$ cat src/rtl/leds_pkg.sv
// Shared definitions for the Wishbone LED peripheral: register addresses,
// bus handshake states and register reset fill values.
package leds_pkg;

    // Register map seen on adr_i.
    typedef enum logic [1:0] {
        ADR_LED_DATA = 2'd0,
        ADR_BRIGHT   = 2'd1,
        ADR_WR_COUNT = 2'd2,
        ADR_UNMAPPED = 2'd3
    } leds_adr_e;

    // Responder handshake: idle, or presenting a one-cycle ack/err.
    typedef enum logic [1:0] {
        BUS_IDLE = 2'd0,
        BUS_ACK  = 2'd1,
        BUS_ERR  = 2'd2
    } bus_state_e;

    // Per-bit fill values, replicated to the register width at the use site.
    localparam logic LED_DATA_RST = 1'b0;
    localparam logic BRIGHT_RST   = 1'b1;

    // Accesses that get an error response when error reporting is built in:
    // anything to the unmapped slot, or a write to the read-only counter.
    function automatic logic is_err_access(input logic we, input leds_adr_e adr);
        return (adr == ADR_UNMAPPED) || (we && (adr == ADR_WR_COUNT));
    endfunction

endpackage

$ cat src/rtl/pwm_gen.sv
// PWM stage for the LED peripheral: prescaler, free-running PWM counter,
// brightness shadow captured at period start, and registered per-bit gating.
module pwm_gen
    import leds_pkg::*;
#(
    parameter int DATA_WIDTH   = 8,
    parameter int PWM_PRESCALE = 4,
    parameter int PWM_BITS     = 8
) (
    input  logic                  clk_i,
    input  logic                  rst_i,
    input  logic [PWM_BITS-1:0]   bright,
    input  logic [DATA_WIDTH-1:0] led_data,
    output logic [DATA_WIDTH-1:0] led
);

    // One extra value keeps the width at least 1 bit when PWM_PRESCALE is 1.
    localparam int                 PRE_W    = $clog2(PWM_PRESCALE + 1);
    localparam logic [PRE_W-1:0]   PRE_LAST = PRE_W'(PWM_PRESCALE - 1);
    // Counter stops one short of all-ones so BRIGHT=all-ones is always on.
    localparam logic [PWM_BITS-1:0] CNT_LAST = PWM_BITS'((2 ** PWM_BITS) - 2);

    logic [PRE_W-1:0]    pre;
    logic [PWM_BITS-1:0] cnt;
    logic [PWM_BITS-1:0] shadow;
    logic                step;
    logic                pwm_on;

    assign step   = (pre == PRE_LAST);
    assign pwm_on = (cnt < shadow);

    // Prescaler: divides clk_i down to one PWM step per PWM_PRESCALE cycles.
    always_ff @(posedge clk_i or posedge rst_i) begin
        // NOTE: state registers use non-blocking assignment so every flop
        // samples pre-edge values regardless of statement order.
        if (rst_i) begin
            pre <= '0;
        end else if (step) begin
            pre <= '0;
        end else begin
            pre <= pre + PRE_W'(1);
        end
    end

    // PWM counter; brightness is latched only at the wrap so a period in
    // progress keeps the pulse width it started with.
    always_ff @(posedge clk_i or posedge rst_i) begin
        if (rst_i) begin
            cnt    <= '0;
            shadow <= {PWM_BITS{BRIGHT_RST}};
        end else if (step) begin
            if (cnt == CNT_LAST) begin
                cnt    <= '0;
                shadow <= bright;
            end else begin
                cnt <= cnt + PWM_BITS'(1);
            end
        end
    end

    // Registered output gating keeps led glitch-free.
    always_ff @(posedge clk_i or posedge rst_i) begin
        if (rst_i) begin
            led <= '0;
        end else begin
            led <= led_data & {DATA_WIDTH{pwm_on}};
        end
    end

endmodule

$ cat src/rtl/wb_leds.sv
// Wishbone classic responder holding an LED pattern, a global brightness and
// a write counter, driving the LEDs through pwm_gen.
// Optional build macro: LEDS_ERR_EN -- unmapped accesses and writes to the
// read-only counter answer with err_o instead of ack_o.
module wb_leds
    import leds_pkg::*;
#(
    parameter int DATA_WIDTH   = 8,
    parameter int PWM_PRESCALE = 4,
    parameter int PWM_BITS     = 8
) (
    input  logic                  clk_i,
    input  logic                  rst_i,
    input  logic                  cyc_i,
    input  logic                  stb_i,
    input  logic                  we_i,
    input  logic [1:0]            adr_i,
    input  logic [DATA_WIDTH-1:0] dat_i,
    output logic [DATA_WIDTH-1:0] dat_o,
    output logic                  ack_o,
    output logic                  err_o,
    output logic [DATA_WIDTH-1:0] led_o
);

    bus_state_e            state;
    bus_state_e            state_nxt;
    leds_adr_e             adr;
    logic                  req;
    logic                  bad;
    logic                  wr_en;
    logic                  rd_en;
    logic [DATA_WIDTH-1:0] led_data;
    logic [PWM_BITS-1:0]   bright;
    logic [DATA_WIDTH-1:0] wr_count;
    logic [DATA_WIDTH-1:0] rd_data;

    assign adr = leds_adr_e'(adr_i);
    // Idle state is exactly "ack_o=0 and err_o=0", so a new request can only
    // be sampled on the cycle after a response.
    assign req = cyc_i && stb_i && (state == BUS_IDLE);

`ifdef LEDS_ERR_EN
    assign bad = is_err_access(we_i, adr);
`else
    assign bad = 1'b0;
`endif

    assign wr_en = req && we_i && !bad;
    assign rd_en = req && !we_i && !bad;

    // Handshake state register; reset drops any pending response at once.
    always_ff @(posedge clk_i or posedge rst_i) begin
        if (rst_i) begin
            state <= BUS_IDLE;
        end else begin
            state <= state_nxt;
        end
    end

    // Next state and response strobes: a response lasts exactly one cycle.
    always_comb begin
        // NOTE: every output of this block is defaulted first so no path
        // leaves a value unassigned and no latch is inferred.
        state_nxt = BUS_IDLE;
        ack_o     = 1'b0;
        err_o     = 1'b0;
        if (req) begin
            state_nxt = bad ? BUS_ERR : BUS_ACK;
        end
        ack_o = (state == BUS_ACK);
`ifdef LEDS_ERR_EN
        err_o = (state == BUS_ERR);
`endif
    end

    // Register writes take effect on the sampling edge.
    always_ff @(posedge clk_i or posedge rst_i) begin
        if (rst_i) begin
            led_data <= {DATA_WIDTH{LED_DATA_RST}};
            bright   <= {PWM_BITS{BRIGHT_RST}};
            wr_count <= '0;
        end else if (wr_en) begin
            case (adr)
                ADR_LED_DATA: begin
                    led_data <= dat_i;
                    wr_count <= wr_count + DATA_WIDTH'(1);
                end
                ADR_BRIGHT: bright <= PWM_BITS'(dat_i);
                default:    ;
            endcase
        end
    end

    // Read mux; the unmapped slot reads as zero.
    always_comb begin
        rd_data = '0;
        case (adr)
            ADR_LED_DATA: rd_data = led_data;
            ADR_BRIGHT:   rd_data = DATA_WIDTH'(bright);
            ADR_WR_COUNT: rd_data = wr_count;
            default:      rd_data = '0;
        endcase
    end

    // Read data is captured on the sampling edge and cleared otherwise, so
    // dat_o is non-zero only during the ack cycle.
    always_ff @(posedge clk_i or posedge rst_i) begin
        if (rst_i) begin
            dat_o <= '0;
        end else if (rd_en) begin
            dat_o <= rd_data;
        end else begin
            dat_o <= '0;
        end
    end

    pwm_gen #(
        .DATA_WIDTH   (DATA_WIDTH),
        .PWM_PRESCALE (PWM_PRESCALE),
        .PWM_BITS     (PWM_BITS)
    ) u_pwm_gen (
        .clk_i    (clk_i),
        .rst_i    (rst_i),
        .bright   (bright),
        .led_data (led_data),
        .led      (led_o)
    );

endmodule

$ cat config.mk
export PLATFORM = sky130hd
export DESIGN_NAME = wb_leds
export DESIGN_NICKNAME = d
export VERILOG_FILES = /design/src/rtl/leds_pkg.sv /design/src/rtl/pwm_gen.sv /design/src/rtl/wb_leds.sv
export SDC_FILE = /design/constraint.sdc
export NUM_CORES = 1
export LEC_CHECK = 0
export CAP_MARGIN = 20
export CORE_ASPECT_RATIO = 1.75
export CORE_MARGIN = 3
export CORE_UTILIZATION = 50
export DETAILED_ROUTE_END_ITERATION = 10
export PLACE_DENSITY = 0.74
export SYNTH_ARGS = -nofsm -noshare
export SYNTH_HDL_FRONTEND = slang
export SYNTH_SLANG_ARGS = --single-unit
$ cat constraint.sdc
create_clock -name clk_i -period 1.9 [get_ports clk_i]
set_input_delay 0.57 -clock clk_i [delete_from_list [all_inputs] [get_ports clk_i]]
set_output_delay 0.57 -clock clk_i [all_outputs]
set_load 0.03 [all_outputs]
-- Yosys cells after proc, flatten, opt, wreduce, memory -nomap -nowiden
Index checks and enable logic that the tools add are counted.
- $add $sub $neg: 3
- $lt $le $gt $ge: 1
- equality and inequality tests: 5
- mux-type cells: 5
- bitwise gates (word level): 1
- reduce and logical (&&, ||, !) cells: 10
- operators by type and width (kind ; count):
    8-bit case mux with 3 select lines ; 1
    8-bit by 1-bit adder with 8-bit output, second input constant ; 2
    8-bit two-way mux ; 2
    8-bit bitwise AND ; 1
    8-bit equality test, second input constant ; 1
    8-bit less-than comparator ; 1
    2-bit AND reduction ; 3
    1-bit logical AND ; 4
    2-bit zero test ; 2
    3-bit by 1-bit adder with 3-bit output, second input constant ; 1
    3-bit by 2-bit equality test with 1-bit output, second input constant ; 1
    3-bit two-way mux ; 1
    2-bit by 1-bit equality test with 1-bit output, second input constant ; 1
    2-bit equality test, second input constant ; 1
    1-bit equality test, second input constant ; 1
    1-bit zero test ; 1
    1-bit two-way mux ; 1
- register bits after elaboration: 60
- input port bits: 15
- output and inout bits: 18
- logic and storage cells: 34

-- Depth between registers and ports, before layout
- depth in word-level cells: 4
- depth in mapped cells: 6

-- Modules after synthesis
Synthesis repeated with hierarchy kept, for this count alone.
- cells, all modules: 225
- area, all modules: 2822.7 um^2
- by module, submodules not included (module ; instances ; cells an instance ; area each (um^2)):
    wb_leds ; 1 ; 114 ; 1496.4
    pwm_gen ; 1 ; 111 ; 1326.3

-- Worst setup path after synthesis
OpenSTA, ideal clock, no wires.
- kind: register -> register
- from: register u_pwm_gen.shadow[7]
- to: register u_pwm_gen.led[0]
- library setup time: 0.066 ns
- arrival time: 1.704 ns
- slack: 0.130 ns
- stages on the path, launching flop included: 7
- path buffers: 0
- path through: dfstp_2 -> inv_1 -> ha_1 -> and3_1 -> a221o_1 -> a41oi_2 -> and2_1
- cells in the longest elaborated chain, start to end: 2
- RTL lines (element ; RTL line ; text):
    start, declared ; pwm_gen.sv:25 ; logic [PWM_BITS-1:0] shadow;
    start signal, assigned ; pwm_gen.sv:50 ; shadow <= {PWM_BITS{BRIGHT_RST}};
    start signal, assigned ; pwm_gen.sv:54 ; shadow <= bright;
    8-bit less-than comparator ; pwm_gen.sv:30 ; assign pwm_on = (cnt < shadow);
    8-bit bitwise AND ; pwm_gen.sv:66 ; led <= led_data & {DATA_WIDTH{pwm_on}};
    end signal, assigned ; pwm_gen.sv:66 ;
    end, declared ; pwm_gen.sv:14 ; output logic [DATA_WIDTH-1:0] led
No other way between the ends.
A chain may end at the register's enable or synchronous reset.

-- Worst setup path after layout
- from: input port we_i
- to: register wr_count[7]
- cells in the longest elaborated chain, start to end: 2
- RTL lines (element ; RTL line ; text):
    start, declared ; wb_leds.sv:16 ; input logic we_i,
    1-bit logical AND ; wb_leds.sv:48 ; assign wr_en = req && we_i && !bad;
    2-bit AND reduction (no source line) ; - ;
    end signal, assigned ; wb_leds.sv:86 ; wr_count <= wr_count + DATA_WIDTH'(1);
    end, declared ; wb_leds.sv:34 ; logic [DATA_WIDTH-1:0] wr_count;
No other way between the ends.

==> results <==
- Walking the worst path, the cells encountered are clkdlybuf4s50_1, nand4b_4, or3_1, nor3_1, xor2_1.
- The congestion estimate from routability-driven global placement came to 0.880.
- Setup violations remaining at the end of the flow were counted as 0.
- The initial utilization of the core area, before any placement, comes to 0.519.
- In this run the tool buffered the top-level ports with 31 buffer cells.
- The count of final hold-check violations is 0.
- Once placement finished, the instance area stood at between 3000 and 4000 µm².
- Yosys mapped a number of flops with a built-in enable equal to 0.
- In the finished design, the share of the clock period the worst path needs comes to 0.965.
- Entering global routing, the biggest net connects 40 pins.
- The post-synthesis register bit count is 60.
- The critical path class is input port to flop.
- Summed over all layers, the routed wires come to 5540 µm.
- The number of warnings printed during yosys synthesis is 0.
- Summing every instance area after synthesis gives 2730 µm².
- Along the worst path, the maximum fanout reaches 4.
- TritonCTS built the clock tree.
- The number of nets with antenna violations after routing is 0.
- Data on the critical path arrives at its endpoint at 2080 ps.
- The starting DRC count in detailed routing is 99.
- The slowest stage of the critical path is the clkdlybuf4s50_1 cell.
- The final route contains 1924 vias.
- Power spread over the standard cell area amounts to 798 nW/µm².
- The minimum hold slack is approximately 430 ps.
- The mean routed wirelength per cell is 15.3 µm.
- The post-route clock skew is between 9 and 10 ps.
- The share of final-layout standard cells stronger than drive strength 1 is 0.265.
- Detailed placement ended at an HPWL of 4120 µm.
- Clock tree synthesis found a total of 60 sinks.
- The buffer levels on the longest clock path is 2.
- The synthesis-to-finish area growth is 26.4%.
- During I/O placement, the number of pins put on the boundary was 33.
- The worst reg-to-reg setup slack is 80 ps.
- For this run, design rule violations remaining after detail routing come to 0.
- The total congestion overflow after global routing is 0.
- The post-synthesis sequential area ratio is 0.558.
- The clock latency of the later-clocked register in the worst-skew pair is between 300 and 400 ps.
- The number of standard cells in the layout, taps in and fillers out is 361.
- The clock-pin transition on the worst setup and hold timing paths is 70 ps.
- The repair_antennas step left the layout with diodes totalling 0.
- After the last flow step, the layout net total stands at between 300 and 400.
- STA puts the critical path data required time at 2150 ps.
- The number of slew-limit violations in the final report was 0.
- The via count of the first global-routing pass was 2068.
- Dividing the detail-routed via count by the number of cells gives 5.33.
- The worst IR drop on VDD is 0.472 mV.
- Across the run, the number of max-cap violations was 0.
- The total non-filler cell area in the finished layout is 3450 µm².
- Timing would allow up to roughly 0.55 GHz.
- The total iterations of the first detailed-routing run is 4.
- The die boundary width is roughly 60 µm.
- The core area is 5260 µm².
- For this design, the CTS-stage hold fixing added 0 buffers.
- The count of placed standard cells including taps is 345.
- The synthesized netlist net count is 272.
- The nature of the critical path endpoint is a flop.
- The height of the die is roughly 100 µm.
- The cell count after synthesis is 246.
- A synthesized cell averages 11.1 µm².
- On the worst path, the slowest cell contributes a delay of about 550 ps.
- After clock tree synthesis, the setup repair step added 0 buffers.
- The number of buffers inserted during clock tree synthesis is 9.
- The most frequently used flop master after synthesis is dfrtp_1.
- Counting distinct cell types in the post-synthesis netlist gives 39.
- The first global-routing pass estimated 9560 µm of wire.
- The worst setup path is launched from an input port.
- The number of H-tree levels is 3.
- The die covers 6420 µm².
- For this design the static power due to leakage is between 1.5 and 2 nW.
- The shortest period the worst path allows is 1830 ps.
- The flow ran to the end, and the final reports show no timing, DRC or antenna violations.
- The initial antenna violation count is 0.
- The tightest min-delay check is of the flop to flop type.
- After synthesis, the share of flip-flops with an asynchronous set or reset is 1.00.
- The root buffer selected by CTS is clkbuf_8.
- The number of rows in the core area is 35.
- Across every metal layer, demand over resource in global routing totals 0.198.
[layout make-up]
type                    instances  area [µm²]
clock inverters                 6        32.5
fillers                       420        1810
well taps                      55        68.8
repair buffers                 52         479
flip-flops and latches         60        1520
inverters                      11        45.0
clock buffers                  10         128
multi-input cells             167        1170
[worst paths after layout]
check,startpoint,end,cells after the start
hold reg to reg,u_pwm_gen.pre[0],u_pwm_gen.pre[0],1
max in group asynchronous,rst_i,u_pwm_gen.shadow[7],3
setup reg to reg,u_pwm_gen.shadow[4],u_pwm_gen.led[1],7
setup / recovery,we_i,wr_count[7],5
hold / removal,u_pwm_gen.pre[0],u_pwm_gen.pre[0],1
min in group asynchronous,rst_i,dat_o[2],3
[metal layers]
metal | GRT usage | wire length [µm]
met1 | 0.237 | 2120
met4 | 0.0804 | 95
met5 | 0 | 0
met2 | 0.334 | 3210
met3 | 0.0387 | 113
[synth_stat cells, types with 3 or more instances]
library cell	n	area (µm²)
nand2_1	39	146
nand3_1	5	25.0
dfrtp_1	44	1100
nand2b_1	3	18.8
xor2_1	3	26.3
a21oi_1	12	60.1
and2_1	9	56.3
nor2_1	21	78.8
mux2i_1	8	80.1
nand4_1	3	18.8
buf_2	6	30.0
ha_1	11	138
mux2_2	16	180
xnor2_1	5	43.8
nor2b_1	5	31.3
dfstp_2	16	420
inv_1	11	41.3
o21ai_0	3	15.0
[critical path: cells and delay by family]
kind,cells,cell delay (ps)
buffers and inverters,1,550
AND/OR/NAND/NOR,3,780
XOR/XNOR,1,180
[flip-flops by register name, summed over array words and instances, names as in the netlist]
signal / cells
u_pwm_gen.shadow: 8
dat_o: 8
led_data: 8
state: 1
u_pwm_gen.cnt: 8
wr_count: 8
u_pwm_gen.pre: 3
bright: 8
u_pwm_gen.led: 8
[power by group]
part / leakage, nW / internal (W) / switching, W
logic: 0.827 / 0.000152 / 0.000149
registers: 0.752 / 0.00142 / 0.000105
clock network: 0.0856 / 0.000461 / 0.000468
[per-stage QoR]
| stage | TNS, ps | total power (W) | worst slack (ps) | utilization |
|---|---|---|---|---|
| 2_1_floorplan | 0 | 0.00171 | 130 | - |
| 3_3_place_gp | -3430 | 0.00183 | -178 | 0.619 |
| 3_5_place_dp | -4190 | 0.00185 | -231 | 0.619 |
| 4_1_cts | 0 | 0.00279 | 2.98 | 0.649 |
| 5_1_grt | -0.0917 | 0.00289 | -0.0917 | 0.656 |
| 6_report | 0 | 0.00275 | 67.2 | 0.656 |
[layout by cell type, fill, tap and decap left out, types with 8 or more instances in the layout]
cell type / n
mux2_2: 16
buf_4: 18
dfstp_2: 16
dlygate4sd2_1: 16
dfrtp_1: 44
clkdlybuf4s50_1: 14
nor2_1: 21
mux2i_1: 8
ha_1: 8
a21oi_1: 12
inv_1: 10
nand2_1: 39
clkbuf_8: 9
[cell families (layout without fill, tap and decap cells)]
| kind of cell | Yosys count | after routing | share of synthesized area |
|---|---|---|---|
| fa+ha+maj | 11 | 11 | 0.0504 |
| xor+xnor | 8 | 8 | 0.0257 |
| other cells | 1 | 1 | 0.00137 |
| simple gates | 98 | 98 | 0.180 |
| mux | 24 | 24 | 0.0954 |
| flops | 60 | 60 | 0.558 |
| buf+inv | 19 | 79 | 0.0303 |
| compound gates | 25 | 25 | 0.0592 |
[repair_timing]
| action | 4_1_cts | 5_1_grt |
|---|---|---|
| pin swaps | 2 | 5 |
| setup endpoints to repair | 20 | 13 |
| resized for setup | 19 | 6 |
Power figures use the tool's default switching activity.
